===== config.mk =====
export PLATFORM = sky130hd
export DESIGN_NAME = fifo_selfadd_engine_flat
export DESIGN_NICKNAME = d
export VERILOG_FILES = /design/src/rtl/fifo_selfadd_engine_pkg.sv /design/src/rtl/fifo_selfadd_engine_if.sv /design/src/rtl/fifo_selfadd_alu.sv /design/src/rtl/fifo_selfadd_engine.sv /design/src/flat_wrapper.sv
export SDC_FILE = /design/constraint.sdc
export NUM_CORES = 1
export LEC_CHECK = 0
export CORE_MARGIN = 5
export CORE_UTILIZATION = 39
export CTS_BUF_LIST = sky130_fd_sc_hd__clkbuf_4 sky130_fd_sc_hd__clkbuf_8
export CTS_CLUSTER_SIZE = 20
export DETAILED_ROUTE_END_ITERATION = 7
export PLACE_DENSITY_LB_ADDON = 0.15
export SLEW_MARGIN = 40
export SYNTH_ARGS = -nofsm -noshare
export SYNTH_HDL_FRONTEND = slang
export SYNTH_SLANG_ARGS = --single-unit

===== constraint.sdc =====
create_clock -name clock -period 4.6 [get_ports clock]
set_clock_uncertainty 0.05 [all_clocks]
set_input_delay 0.92 -clock clock [delete_from_list [all_inputs] [get_ports clock]]
set_output_delay 0.92 -clock clock [all_outputs]
set_load 0.01 [all_outputs]

===== src/rtl/fifo_selfadd_engine_pkg.sv =====
// Shared definitions for the FIFO self-add engine: opcodes, FSM states
// and the location of the opcode/payload fields inside a command word.
package fifo_selfadd_engine_pkg;

  localparam int OP_W = 2;

  typedef enum logic [1:0] {
    OP_DBL  = 2'b00,
    OP_ACC  = 2'b01,
    OP_EMIT = 2'b10,
    OP_CLR  = 2'b11
  } op_e;

  typedef enum logic [1:0] {
    IDLE    = 2'b00,
    RD_WAIT = 2'b01,
    EXEC    = 2'b10,
    PUSH    = 2'b11
  } state_e;

  // Opcode sits in the top OP_W bits; payload fills everything below it.
  function automatic int op_msb(input int w);
    return w - 1;
  endfunction

  function automatic int op_lsb(input int w);
    return w - OP_W;
  endfunction

  function automatic int pay_msb(input int w);
    return w - OP_W - 1;
  endfunction

endpackage


===== src/rtl/fifo_selfadd_engine_if.sv =====
// FIFO-facing bus of the engine: pop side of the host-to-user FIFO and
// push side of the user-to-host FIFO.
interface fifo_selfadd_engine_if
  import fifo_selfadd_engine_pkg::*;
#(
  parameter int DATA_W = 32
);
  logic              data_empty;
  logic              data_rd;
  logic [DATA_W-1:0] data_din;
  logic              data_full;
  logic              data_wr;
  logic [DATA_W-1:0] data_dout;

  // Engine side.
  modport master (
    input  data_empty,
    output data_rd,
    input  data_din,
    input  data_full,
    output data_wr,
    output data_dout
  );

  // FIFO side.
  modport slave (
    output data_empty,
    input  data_rd,
    output data_din,
    output data_full,
    input  data_wr,
    input  data_dout
  );

endinterface


===== src/rtl/fifo_selfadd_alu.sv =====
// Combinational opcode datapath: computes the output word, the next
// accumulator value, the accumulator carry-out and whether a push is due.
module fifo_selfadd_alu
  import fifo_selfadd_engine_pkg::*;
#(
  parameter int DATA_W = 32
) (
  input  op_e               op_i,
  input  logic [DATA_W-1:0] pay_i,
  input  logic [DATA_W-1:0] acc_i,
  output logic [DATA_W-1:0] result_o,
  output logic [DATA_W-1:0] next_acc_o,
  output logic              carry_o,
  output logic              emit_o
);

  logic [DATA_W:0] sum;

  assign sum = {1'b0, acc_i} + {1'b0, pay_i};

  // Opcode decode; the payload is narrower than the word, so doubling
  // it can never overflow.
  always_comb begin
    result_o   = '0;
    next_acc_o = acc_i;
    carry_o    = 1'b0;
    emit_o     = 1'b0;
    case (op_i)
      OP_DBL: begin
        result_o = pay_i + pay_i;
        emit_o   = 1'b1;
      end
      OP_ACC: begin
        next_acc_o = sum[DATA_W-1:0];
        carry_o    = sum[DATA_W];
      end
      OP_EMIT: begin
        result_o   = acc_i;
        next_acc_o = '0;
        emit_o     = 1'b1;
      end
      OP_CLR: begin
        next_acc_o = '0;
      end
      default: begin
        next_acc_o = acc_i;
      end
    endcase
  end

endmodule


===== src/rtl/fifo_selfadd_engine.sv =====
// Pops command words, runs them through the ALU and pushes results, one
// word in flight at a time, with backpressure from both FIFOs.
module fifo_selfadd_engine
  import fifo_selfadd_engine_pkg::*;
#(
  parameter int DATA_W = 32,
  parameter int RD_LAT = 1,
  parameter int CNT_W  = 16
) (
  input  logic                  clock,
  input  logic                  reset,
  fifo_selfadd_engine_if.master bus,
  output logic [DATA_W-1:0]     acc_q,
  output logic [CNT_W-1:0]      word_cnt,
  output logic                  ovf
);

  localparam int OP_MSB  = op_msb(DATA_W);
  localparam int OP_LSB  = op_lsb(DATA_W);
  localparam int PAY_MSB = pay_msb(DATA_W);
  localparam int WAIT_W  = (RD_LAT < 2) ? 1 : $clog2(RD_LAT + 1);

  state_e            state_q, state_d;
  logic [WAIT_W-1:0] wait_q, wait_d;
  logic              rd_q, rd_d;
  logic              wr_q, wr_d;
  logic [DATA_W-1:0] dout_q, dout_d;
  logic [DATA_W-1:0] acc_d;
  logic [CNT_W-1:0]  cnt_q, cnt_d;
  logic              ovf_q, ovf_d;

  op_e               op;
  logic [DATA_W-1:0] pay;
  logic [DATA_W-1:0] alu_result;
  logic [DATA_W-1:0] alu_next_acc;
  logic              alu_carry;
  logic              alu_emit;

  assign op  = op_e'(bus.data_din[OP_MSB:OP_LSB]);
  assign pay = {{OP_W{1'b0}}, bus.data_din[PAY_MSB:0]};

  fifo_selfadd_alu #(
    .DATA_W (DATA_W)
  ) u_alu (
    .op_i       (op),
    .pay_i      (pay),
    .acc_i      (acc_q),
    .result_o   (alu_result),
    .next_acc_o (alu_next_acc),
    .carry_o    (alu_carry),
    .emit_o     (alu_emit)
  );

  assign bus.data_rd   = rd_q;
  assign bus.data_wr   = wr_q;
  assign bus.data_dout = dout_q;
  assign word_cnt      = cnt_q;
  assign ovf           = ovf_q;

  // Next-state logic: pop only from IDLE, wait out the FIFO read latency,
  // execute once, then hold the result in PUSH until the output has room.
  always_comb begin
    state_d = state_q;
    wait_d  = wait_q;
    rd_d    = 1'b0;
    wr_d    = 1'b0;
    dout_d  = dout_q;
    acc_d   = acc_q;
    cnt_d   = cnt_q;
    ovf_d   = ovf_q;
    case (state_q)
      IDLE: begin
        if (!bus.data_empty) begin
          rd_d    = 1'b1;
          wait_d  = WAIT_W'(RD_LAT);
          state_d = RD_WAIT;
        end
      end
      RD_WAIT: begin
        if (wait_q <= WAIT_W'(1)) begin
          state_d = EXEC;
        end else begin
          wait_d = wait_q - 1'b1;
        end
      end
      EXEC: begin
        cnt_d = cnt_q + 1'b1;
        acc_d = alu_next_acc;
        if (op == OP_CLR) begin
          ovf_d = 1'b0;
        end else if (alu_carry) begin
          ovf_d = 1'b1;
        end
        if (alu_emit) begin
          dout_d  = alu_result;
          state_d = PUSH;
        end else begin
          state_d = IDLE;
        end
      end
      PUSH: begin
        if (!bus.data_full) begin
          wr_d    = 1'b1;
          state_d = IDLE;
        end
      end
      default: begin
        state_d = IDLE;
      end
    endcase
  end

  // State and output registers; reset drops any in-flight word.
  always_ff @(posedge clock or posedge reset) begin
    if (reset) begin
      state_q <= IDLE;
      wait_q  <= '0;
      rd_q    <= 1'b0;
      wr_q    <= 1'b0;
      dout_q  <= '0;
      acc_q   <= '0;
      cnt_q   <= '0;
      ovf_q   <= 1'b0;
    end else begin
      state_q <= state_d;
      wait_q  <= wait_d;
      rd_q    <= rd_d;
      wr_q    <= wr_d;
      dout_q  <= dout_d;
      acc_q   <= acc_d;
      cnt_q   <= cnt_d;
      ovf_q   <= ovf_d;
    end
  end

endmodule


===== src/flat_wrapper.sv =====
// flat-port wrapper written by rule: the top's interface ports become plain ports
module fifo_selfadd_engine_flat import fifo_selfadd_engine_pkg::*;
#(
  parameter int DATA_W = 32,
  parameter int RD_LAT = 1,
  parameter int CNT_W  = 16
)
  (clock, reset, acc_q, word_cnt, ovf, bus_data_empty, bus_data_rd, bus_data_din, bus_data_full, bus_data_wr, bus_data_dout);
  fifo_selfadd_engine_if #(.DATA_W(DATA_W)) bus_i ();
  input  logic clock;
  input  logic reset;
  output logic [DATA_W-1:0] acc_q;
  output logic [CNT_W-1:0] word_cnt;
  output logic ovf;
  input wire logic [$bits(bus_i.data_empty)-1:0] bus_data_empty;
  output wire logic [$bits(bus_i.data_rd)-1:0] bus_data_rd;
  input wire logic [$bits(bus_i.data_din)-1:0] bus_data_din;
  input wire logic [$bits(bus_i.data_full)-1:0] bus_data_full;
  output wire logic [$bits(bus_i.data_wr)-1:0] bus_data_wr;
  output wire logic [$bits(bus_i.data_dout)-1:0] bus_data_dout;
  assign bus_i.data_empty = bus_data_empty;
  assign bus_data_rd = bus_i.data_rd;
  assign bus_i.data_din = bus_data_din;
  assign bus_i.data_full = bus_data_full;
  assign bus_data_wr = bus_i.data_wr;
  assign bus_data_dout = bus_i.data_dout;
  fifo_selfadd_engine #(.DATA_W(DATA_W), .RD_LAT(RD_LAT), .CNT_W(CNT_W)) u_core (.clock(clock), .reset(reset), .bus(bus_i), .acc_q(acc_q), .word_cnt(word_cnt), .ovf(ovf));
endmodule

Word-level counts from Yosys, hierarchy flattened

Index checks and enable logic that the tools add are counted.

Register bits: 86
Input bits: 36
Output and inout port bits: 83
Logic and storage cells: 53

$add $sub $neg: 4
$lt $le $gt $ge: 1
Equality and inequality tests: 10
Mux-type cells: 18
Reduce and logical (&&, ||, !) cells: 12

Operators with widths:

| cell                                                                   | number |
|---|---|
| 32-bit one-hot mux with 2 select lines                                 | 2 |
| 32-bit by 30-bit adder with 33-bit output                              | 1 |
| 30-bit by 30-bit adder with 31-bit output                              | 1 |
| 16-bit by 1-bit adder with 16-bit output (second input constant)       | 1 |
| 1-bit two-way mux                                                      | 10 |
| 2-bit equality test (second input constant)                            | 4 |
| 2-bit two-way mux                                                      | 4 |
| 2-bit one-hot mux with 4 select lines                                  | 1 |
| 2-bit != test (second input constant)                                  | 3 |
| 2-bit AND reduction                                                    | 3 |
| 3-bit AND reduction                                                    | 2 |
| 2-bit nonzero test                                                     | 3 |
| 2-bit by 1-bit equality test with 1-bit output (second input constant) | 2 |
| 2-bit logical NOT                                                      | 2 |
| 2-bit OR reduction                                                     | 2 |
| 2-bit by 1-bit != test with 1-bit output (second input constant)       | 1 |
| 1-bit one-hot mux with 2 select lines                                  | 1 |
| 1-bit <= comparator (second input constant)                            | 1 |
| 1-bit subtractor (second input constant)                               | 1 |

Logic depth before layout (Yosys ltp)

Gate-level depths: netlist of the first run.

Depth after elaboration: 5
Depth in mapped cells: 10
Mapped depth without buffers: 10

Modules after synthesis

From an unflattened synthesis of the first run, not the netlist that was laid out.

Cell total of the unflattened synthesis: 709
Area, all modules: 6065.8 um2

By module, submodules not included:

| module              | times used | cells an instance | area an instance (um2) | sequential area each (um2) |
|---|---|---|---|---|
| fifo_selfadd_engine | 1          | 285               | 3338.2                 | 2127.0 |
| fifo_selfadd_alu    | 1          | 424               | 2727.6                 | 0.0 |

Worst setup path after synthesis of the first run

Ideal clock, no wire load.

Path type: input -> register
Start: input port bus_data_din[0]
End: register u_core.acc_q[24]
Setup time: 0.121 ns
Arrival time: 2.852 ns
Required time: 4.429 ns
Setup slack: 1.577 ns
Stages: 9
Buffers on the path: 0
Cell sequence: ha_1 > fa_1 > a21oi_2 > o211a_1 > o31a_1 > o31a_4 > o31ai_4 > xor2_1 > a22o_1

Cells in the longest elaborated chain, start to end: 2

Ends and longest elaborated chain:

| element                                   | line                       | source |
|---|---|---|
| start, declared                           | flat_wrapper.sv:17         | `input wire logic [$bits(bus_i.data_din)-1:0] bus_data_din;` |
| 32-bit by 30-bit adder with 33-bit output | fifo_selfadd_alu.sv:19     | `assign sum = {1'b0, acc_i} + {1'b0, pay_i};` |
| 32-bit one-hot mux with 2 select lines    | fifo_selfadd_alu.sv:28     | `case (op_i)` |
| end signal, assigned                      | fifo_selfadd_engine.sv:121 | `acc_q <= '0;` |
| end signal, assigned                      | fifo_selfadd_engine.sv:130 | `acc_q <= acc_d;` |
| end, declared                             | fifo_selfadd_engine.sv:13  | `output logic [DATA_W-1:0] acc_q,` |

Every way passes these cells.
A chain may end at the register's enable or synchronous reset.

Worst setup path after layout of the first run

Start: input port bus_data_din[1]
End: register u_core.acc_q[29]

Same word-level chain as after synthesis.

==> metrics.sh, run 1 <==
SYNTH.CELL_AREA_MM2=0.00506
GRT_PASS1_WL_MM=22.6
POWER_DENS_CELLS_mW_PER_MM2=652
YOSYS.AREA.TOP_TYPE='dfrtp_1'
TOTALWIRELENGTH_MM=13.7
STARTPOINT_TYPE='input pin'
WORSTSKEWPAIRLATENCY_PS=360
RATIO_OF_CELLS_WITH_DRIVE_ABOVE_1_IN_THE_FINAL_LAYOUT_PCT=4.96
WORSTPATHCELLLIST='clkdlybuf4s50_1 -> ha_1 -> a21o_1 -> and4_2 -> o21ai_0 -> a21boi_0 -> o21ai_0 -> o21ai_0 -> xnor2_1 -> a22o_1'
CPLARGESTDELAYFAMILY='compound AO/OA/AOI/OAI gates'
CTS_BUFFER_COUNT=9
PLACE_CONGESTION=0.915
OVERFLOW=0
DRT.ANTENNA.VIOLATING_NETS=0
FIRST_GLOBAL_VIAS=4472
WL_PER_CELL_UM=16.4
CRITICAL_PATH.MOST_COMMON_CELL='o21ai_0'
YOSYS.CELL_COUNT.TOP_TYPE='dfrtp_1'
DRT-PASS1-ITER-COUNT=4
OUTCOME='finished clean'
FINAL_NETS=728
MAX_STAGE_DELAY_PS=490
CLOCK_PATH_BUFFERS=2
SLEW-LIMIT-HEADROOM_PCT=59.3
FINAL_HOLD_VIOL_COUNT=0
BUFFER_PORTS.INSERTED=118
GLOBALROUTETOTALUTIL_PCT=18.7
TIMING.CRITICAL_PATH.BUF_INV=1
DETAILEDPLACEMENTHPWL_MM=10.3
TIMING.HOLD.WORST_PATH_DEPTH=1
CRITICALPATHCATEGORY='input pin to register'
REQUIRED_PS=4800
INITIAL_UTILIZATION_PCT=39.9
WORSTSETUPPATHDEPTH=10
CTS_TREE='yes'
SYNTH-ASYNC-RESET-RATIO_PCT=100
LAYOUT_WORST_PATH_CYCLE_SHARE_PCT=73.1
SYNTH_CELL_TYPES=49
LAYOUT-AREA-OVERHEAD-VS-SYNTH_PCT=31.3
WORST_MIN_DELAY_PATH_ENDPOINT='u_core.word_cnt[15]$_DFFE_PP0P_'
CLOCK_ROOT_BUFFER='clkbuf_8'
DESIGN.DIE.AREA_MM2=0.0153
FINAL-MAX-SLEW-VIOLATION-COUNT=0
FINALCRITICALPERIOD_PS=3360
MAX-VDD-IR-DROP_V=0.000267
POWER.TOTAL_W=0.00433
CLK_TRANSITION_REPORTED_PATHS_PS=80
R2R_SETUP_SLACK_PS=1850
CTS.REPAIR_TIMING.SETUP_BUFFER_COUNT=0
HOLD_BUFFERS=0
AREA.SEQUENTIAL_MM2=0.00213
MIN-DELAY-PATH-CLASS='register to register'
SYNTH.TOP_CELLS.BY_COUNT='dfrtp_1 (85), nand2_1 (65), a21oi_1 (60)'
GRT_START_MAX_NET_PINS=35
ARRIVAL_PS=3560
LEAKAGE_nW=2.96
SYNTH_TOP_CELLS_BY_AREA='dfrtp_1 (42%), ha_1 (7.7%), mux2i_1 (6.3%)'
FLOORPLAN.ROWS=41
CPMAXSTAGEDELAYCELL='clkdlybuf4s50_1'
CORE_AREA_MM2=0.0127
SYN-MEAN-INSTANCE-AREA_UM2=9.20
DR_VIAS=4407
WORST_PIN_SLEW_PS=609
NUM-FILL-CELLS=1209
REG2REG_DEPTH=9
NUMBER_OF_ENABLE_TYPE_REGISTER_CELLS_IN_THE_SYNTHESIZED_NETLIST=0
SETUP_TNS_PS=0
SYNTHESIS.NETS=618
MAX-CAP-VIOLATIONS=0
YOSYSWARNINGS=0
GRT_ANTENNA_BEFORE_REPAIR=0
SYNTHDOMINANTCELLAREASHARE_PCT=42.1
SYNTH_FLOP_CELL='dfrtp_1'
IO_PINS=119
DIODES=0
NUMBER_OF_STORAGE_ELEMENTS_IN_THE_SYNTHESIS_NETLIST=85
FMAXACHIEVABLE_MHz=297
WORSTREG2REGSTART='u_core.acc_q[0]$_DFFE_PP0P_'
CTS.SINK_COUNT=85
CRITICAL_PATH.MAX_FANOUT=3
CP-END-KIND='register'
INITIALDRTVIOLATIONCOUNT=252
R2R_END='u_core.acc_q[24]$_DFFE_PP0P_'
NETLIST_INSTANCES=550
YOSYSSEQAREASHARE_PCT=42.1
DIE_HEIGHT_UM=124
COUNT_OF_CELLS_RESIZED_BY_POST_CTS_REPAIR=0
MULTI_INPUT_AREA_MM2=0.00280
ROUTED_VIA_DENSITY=5.27
ROUTE.DETAILED.DRC=0
RSZ_0062_RAISED_AFTER_GLOBAL_ROUTING='false'
SETUP_VIOL=0
HOLD_START='u_core.word_cnt[15]$_DFFE_PP0P_'
CHIPWIDTH_UM=124
CTSHTREEMAXLEVEL=3
area by class of cell:
| type | instances | share of cell area [%] |
|---|---|---|
| well taps | 172 | 3.24 |
| clock inverters | 4 | 1.05 |
| clock buffers | 12 | 2.39 |
| flip-flops and latches | 85 | 32.0 |
| inverters | 13 | 0.753 |
| multi-input cells | 427 | 42.2 |
| repair buffers | 124 | 18.4 |
registers in the layout, indices dropped and copies added, names as in the netlist:
register and cells:
u_core.bus.data_rd 1, u_core.acc_q 32, u_core.bus.data_dout 32, u_core.state_q 2, u_core.word_cnt 16, u_core.bus.data_wr 1, u_core.ovf 1
power breakdown:
group / internal (W) / switching (W) / leakage (nW)
sequential: 0.00105 / 0.000289 / 1.07
combinational: 0.00116 / 0.00122 / 1.76
clock: 0.000340 / 0.000267 / 0.120
layout by cell type, fill, tap and decap left out, drive strengths merged, types with 4 or more instances in the layout:
master | netlist | routed
and3 | 6 | 6
xnor2 | 28 | 28
buf | 6 | 7
nor2 | 52 | 52
a21o | 12 | 12
inv | 13 | 12
mux2i | 32 | 32
o21bai | 8 | 8
clkdlybuf4s50 | 0 | 117
o21ai | 45 | 45
a31oi | 4 | 4
a21oi | 61 | 61
a22o | 5 | 5
ha | 31 | 31
clkbuf | 19 | 12
dfrtp | 85 | 85
nand4 | 10 | 10
xor2 | 12 | 12
nand2 | 65 | 65
nor3 | 7 | 7
nand3 | 14 | 14
how the worst max path moves through the flow:
stage,start,endpoint,slack [ps]
2_1_floorplan,reset,u_core.acc_q[0]$_DFFE_PP0P_,1440
3_3_place_gp,bus_data_din[1],u_core.acc_q[29]$_DFFE_PP0P_,880
5_1_grt,bus_data_din[1],u_core.acc_q[29]$_DFFE_PP0P_,1080
4_1_cts,bus_data_din[1],u_core.acc_q[29]$_DFFE_PP0P_,1250
3_5_place_dp,bus_data_din[1],u_core.acc_q[29]$_DFFE_PP0P_,870
6_report,bus_data_din[1],u_core.acc_q[29]$_DFFE_PP0P_,1240
kinds of logic (layout without fill, tap and decap cells):
group	count (synthesis)	count (layout)	share of synthesized area [%]
AO/OA/AOI/OAI	157	157	19.3
XOR/XNOR	40	40	6.93
adder cells (fa/ha/maj)	32	32	8.07
buffers and inverters	38	153	2.87
flip-flops	85	85	42.1
multiplexers	32	32	6.33
AND/OR/NAND/NOR	166	166	14.4
worst reg2reg max path, cell delays in order (launching register included):
cell and delay, ps:
dfrtp_1 420, ha_1 210, fa_1 230, a21oi_2 90, o211a_1 270, o31a_1 370, o31a_4 390, o31ai_4 300
xor2_1 110, a22o_1 200
through the flow:
stage	setup slack, ps	instances	hold slack (ps)	util, %	area (µm²)
2_1_floorplan	1440	550	450	-	5060
3_3_place_gp	878	821	415	50.6	6410
3_5_place_dp	866	821	413	50.6	6410
4_1_cts	1250	837	429	52.4	6640
5_1_grt	1080	837	459	52.4	6640
6_report	1240	837	419	52.4	6640
routing by layer:
| metal | vias up | part of all wire, % | track usage, % |
|---|---|---|---|
| li1 | 2172 | - | - |
| met1 | 2115 | 48 | 25.9 |
| met2 | 109 | 45 | 29.4 |
| met3 | 11 | 4.9 | 3.13 |
| met4 | 0 | 1.3 | 6.85 |
| met5 | - | 0 | 0 |
Power figures use the tool's default switching activity.
==> run 2, diff against run 1 <==
==> constraint.sdc (replaced) <==
create_clock -name clock -period 3.4 [get_ports clock]
set_clock_uncertainty 0.05 [all_clocks]
set_input_delay 0.68 -clock clock [delete_from_list [all_inputs] [get_ports clock]]
set_output_delay 0.68 -clock clock [all_outputs]
set_load 0.01 [all_outputs]
==> run 2 against run 1 <==
Net effect:
- count of clock-buffer cells in the layout unchanged
- cell count increased by 1.6%
- utilization increased by 0.61 points
- die area unchanged
- clock power increased by 24%
- design area increased by 1.2%
- worst hold slack got worse by 1.6 ps
- sequential cell count unchanged
- sequential power increased by 35%
- via count increased by 0.98%
==> metrics.sh, run 2 (same netlist as run 1, synthesis figures left out) <==
CLOCK_ROOT_BUFFER='clkbuf_8'
MAX-CAP-VIOLATIONS=0
FINAL_CELL_MIX='clkdlybuf4s50_1 (117), dfrtp_1 (85), nand2_1 (65)'
MAX-VDD-IR-DROP_V=0.000424
CTS.SINK_COUNT=85
HOLD_BUFFERS=0
CTS.REPAIR_TIMING.SETUP_BUFFER_COUNT=0
DETAILEDPLACEMENTHPWL_MM=10.2
FIRST_GLOBAL_VIAS=4551
MAX_STAGE_DELAY_PS=500
CLK_TRANSITION_REPORTED_PATHS_PS=80
CORE_AREA_MM2=0.0127
STARTPOINT_TYPE='input pin'
POWER.TOTAL_W=0.00587
OVERFLOW=0
WORST_PIN_SLEW_PS=603
FINAL_HOLD_VIOL_COUNT=0
WORSTSKEWPAIRLATENCY_PS=370
FINAL_COMMON_CELL='clkdlybuf4s50_1'
LEAKAGE_nW=3.01
HOLD_START='u_core.word_cnt[15]$_DFFE_PP0P_'
RATIO_OF_CELLS_WITH_DRIVE_ABOVE_1_IN_THE_FINAL_LAYOUT_PCT=6.49
SLEW-LIMIT-HEADROOM_PCT=59.7
DIODES=0
PLACE_CONGESTION=0.831
FINAL-MAX-SLEW-VIOLATION-COUNT=0
GRT_PASS1_WL_MM=22.9
ARRIVAL_PS=3240
FLOORPLAN.ROWS=41
FINAL.HOLD.WORST_SLACK_PS=418
IO_PINS=119
WORSTPATHCELLLIST='clkdlybuf4s50_1 -> ha_1 -> fa_1 -> a21oi_2 -> o211a_1 -> o31a_1 -> o31a_4 -> o21ai_4 -> a21oi_1 -> o311ai_1'
CRITICAL_PATH.STARTPOINT='bus_data_din[0]'
INITIALDRTVIOLATIONCOUNT=266
CRITICAL_PATH.MAX_FANOUT=5
CTS_BUFFER_COUNT=9
FINAL_NETS=741
BUFFER_PORTS.INSERTED=118
FINALCRITICALPERIOD_PS=3020
CLOCK_PATH_BUFFERS=2
CPMAXSTAGEDELAYCELL='clkdlybuf4s50_1'
ROUTED_VIA_DENSITY=5.24
FMAXACHIEVABLE_MHz=331
DRT-PASS1-ITER-COUNT=4
TOTALWIRELENGTH_MM=13.8
MIN-DELAY-PATH-CLASS='register to register'
COUNT_OF_CELLS_RESIZED_BY_POST_CTS_REPAIR=0
RSZ_0062_RAISED_AFTER_GLOBAL_ROUTING='false'
DIE_HEIGHT_UM=124
SETUP_VIOL=0
CHIPWIDTH_UM=124
WORSTREG2REGSTART='u_core.acc_q[0]$_DFFE_PP0P_'
ROUTE.DETAILED.DRC=0
DRT.ANTENNA.VIOLATING_NETS=0
LAYOUT-AREA-OVERHEAD-VS-SYNTH_PCT=32.9
OUTCOME='finished clean'
CRITICALPATHCATEGORY='input pin to register'
CP-END-KIND='register'
DESIGN.DIE.AREA_MM2=0.0153
GRT_START_MAX_NET_PINS=56
LAYOUT_WORST_PATH_CYCLE_SHARE_PCT=88.7
DR_VIAS=4450
SETUP_TNS_PS=0
CTS_TREE='yes'
REQUIRED_PS=3620
GLOBALROUTETOTALUTIL_PCT=19.0
GRT_ANTENNA_BEFORE_REPAIR=0
CTSHTREEMAXLEVEL=3
INITIAL_UTILIZATION_PCT=39.9
WL_PER_CELL_UM=16.2
POWER_DENS_CELLS_mW_PER_MM2=874
run 2: worst max-delay path, delay by kind of cell:
kind / cells / cell delay, ps
adder cells (fa/ha/maj): 2 / 410
AO/OA/AOI/OAI: 7 / 1640
buffers and inverters: 1 / 500
run 2: layout make-up:
type / count / area [µm²]
fillers: 1191 / 5950
well taps: 172 / 215
repair buffers: 137 / 1330
flip-flops and latches: 85 / 2130
clock buffers: 12 / 153
clock inverters: 4 / 47.5
inverters: 13 / 50.0
multi-input cells: 427 / 2800
run 2: worst paths after layout:
path | endpoint | slack (ps) | cells past startpoint
worst max-delay path | u_core.acc_q[30]$_DFFE_PP0P_ | 380 | 10
worst min-delay path | u_core.word_cnt[15]$_DFFE_PP0P_ | 420 | 1
worst max register to register | u_core.acc_q[30]$_DFFE_PP0P_ | 750 | 9
worst min register to register | u_core.word_cnt[15]$_DFFE_PP0P_ | 420 | 1
max in group asynchronous | u_core.bus.data_dout[20]$_DFFE_PP0P_ | 1970 | 3
min in group asynchronous | u_core.bus.data_dout[2]$_DFFE_PP0P_ | 620 | 2
run 2: power by group:
group / total, W / internal (W) / switching, W
registers: 0.00181 / 0.00142 / 0.000381
logic: 0.00331 / 0.00164 / 0.00167
clock network: 0.000752 / 0.000374 / 0.000378
total: 0.00587 / 0.00344 / 0.00243
run 2: metrics by stage:
step	setup WS (ps)	std cells	instance area, µm²	utilization (%)
2_1_floorplan	477	550	5060	-
3_3_place_gp	18.4	834	6520	51.5
3_5_place_dp	-8.54	834	6520	51.5
4_1_cts	380	850	6720	53.0
5_1_grt	187	850	6720	53.0
6_report	383	850	6720	53.0
run 2: metal layers:
layer  up-vias  routed length, µm  track usage (%)
met1      2115               6790             27.2
met2       115               6100             28.9
met4         0                245             6.99
met3        15                676             3.09
met5         -                  0                0
li1       2205                  -                -
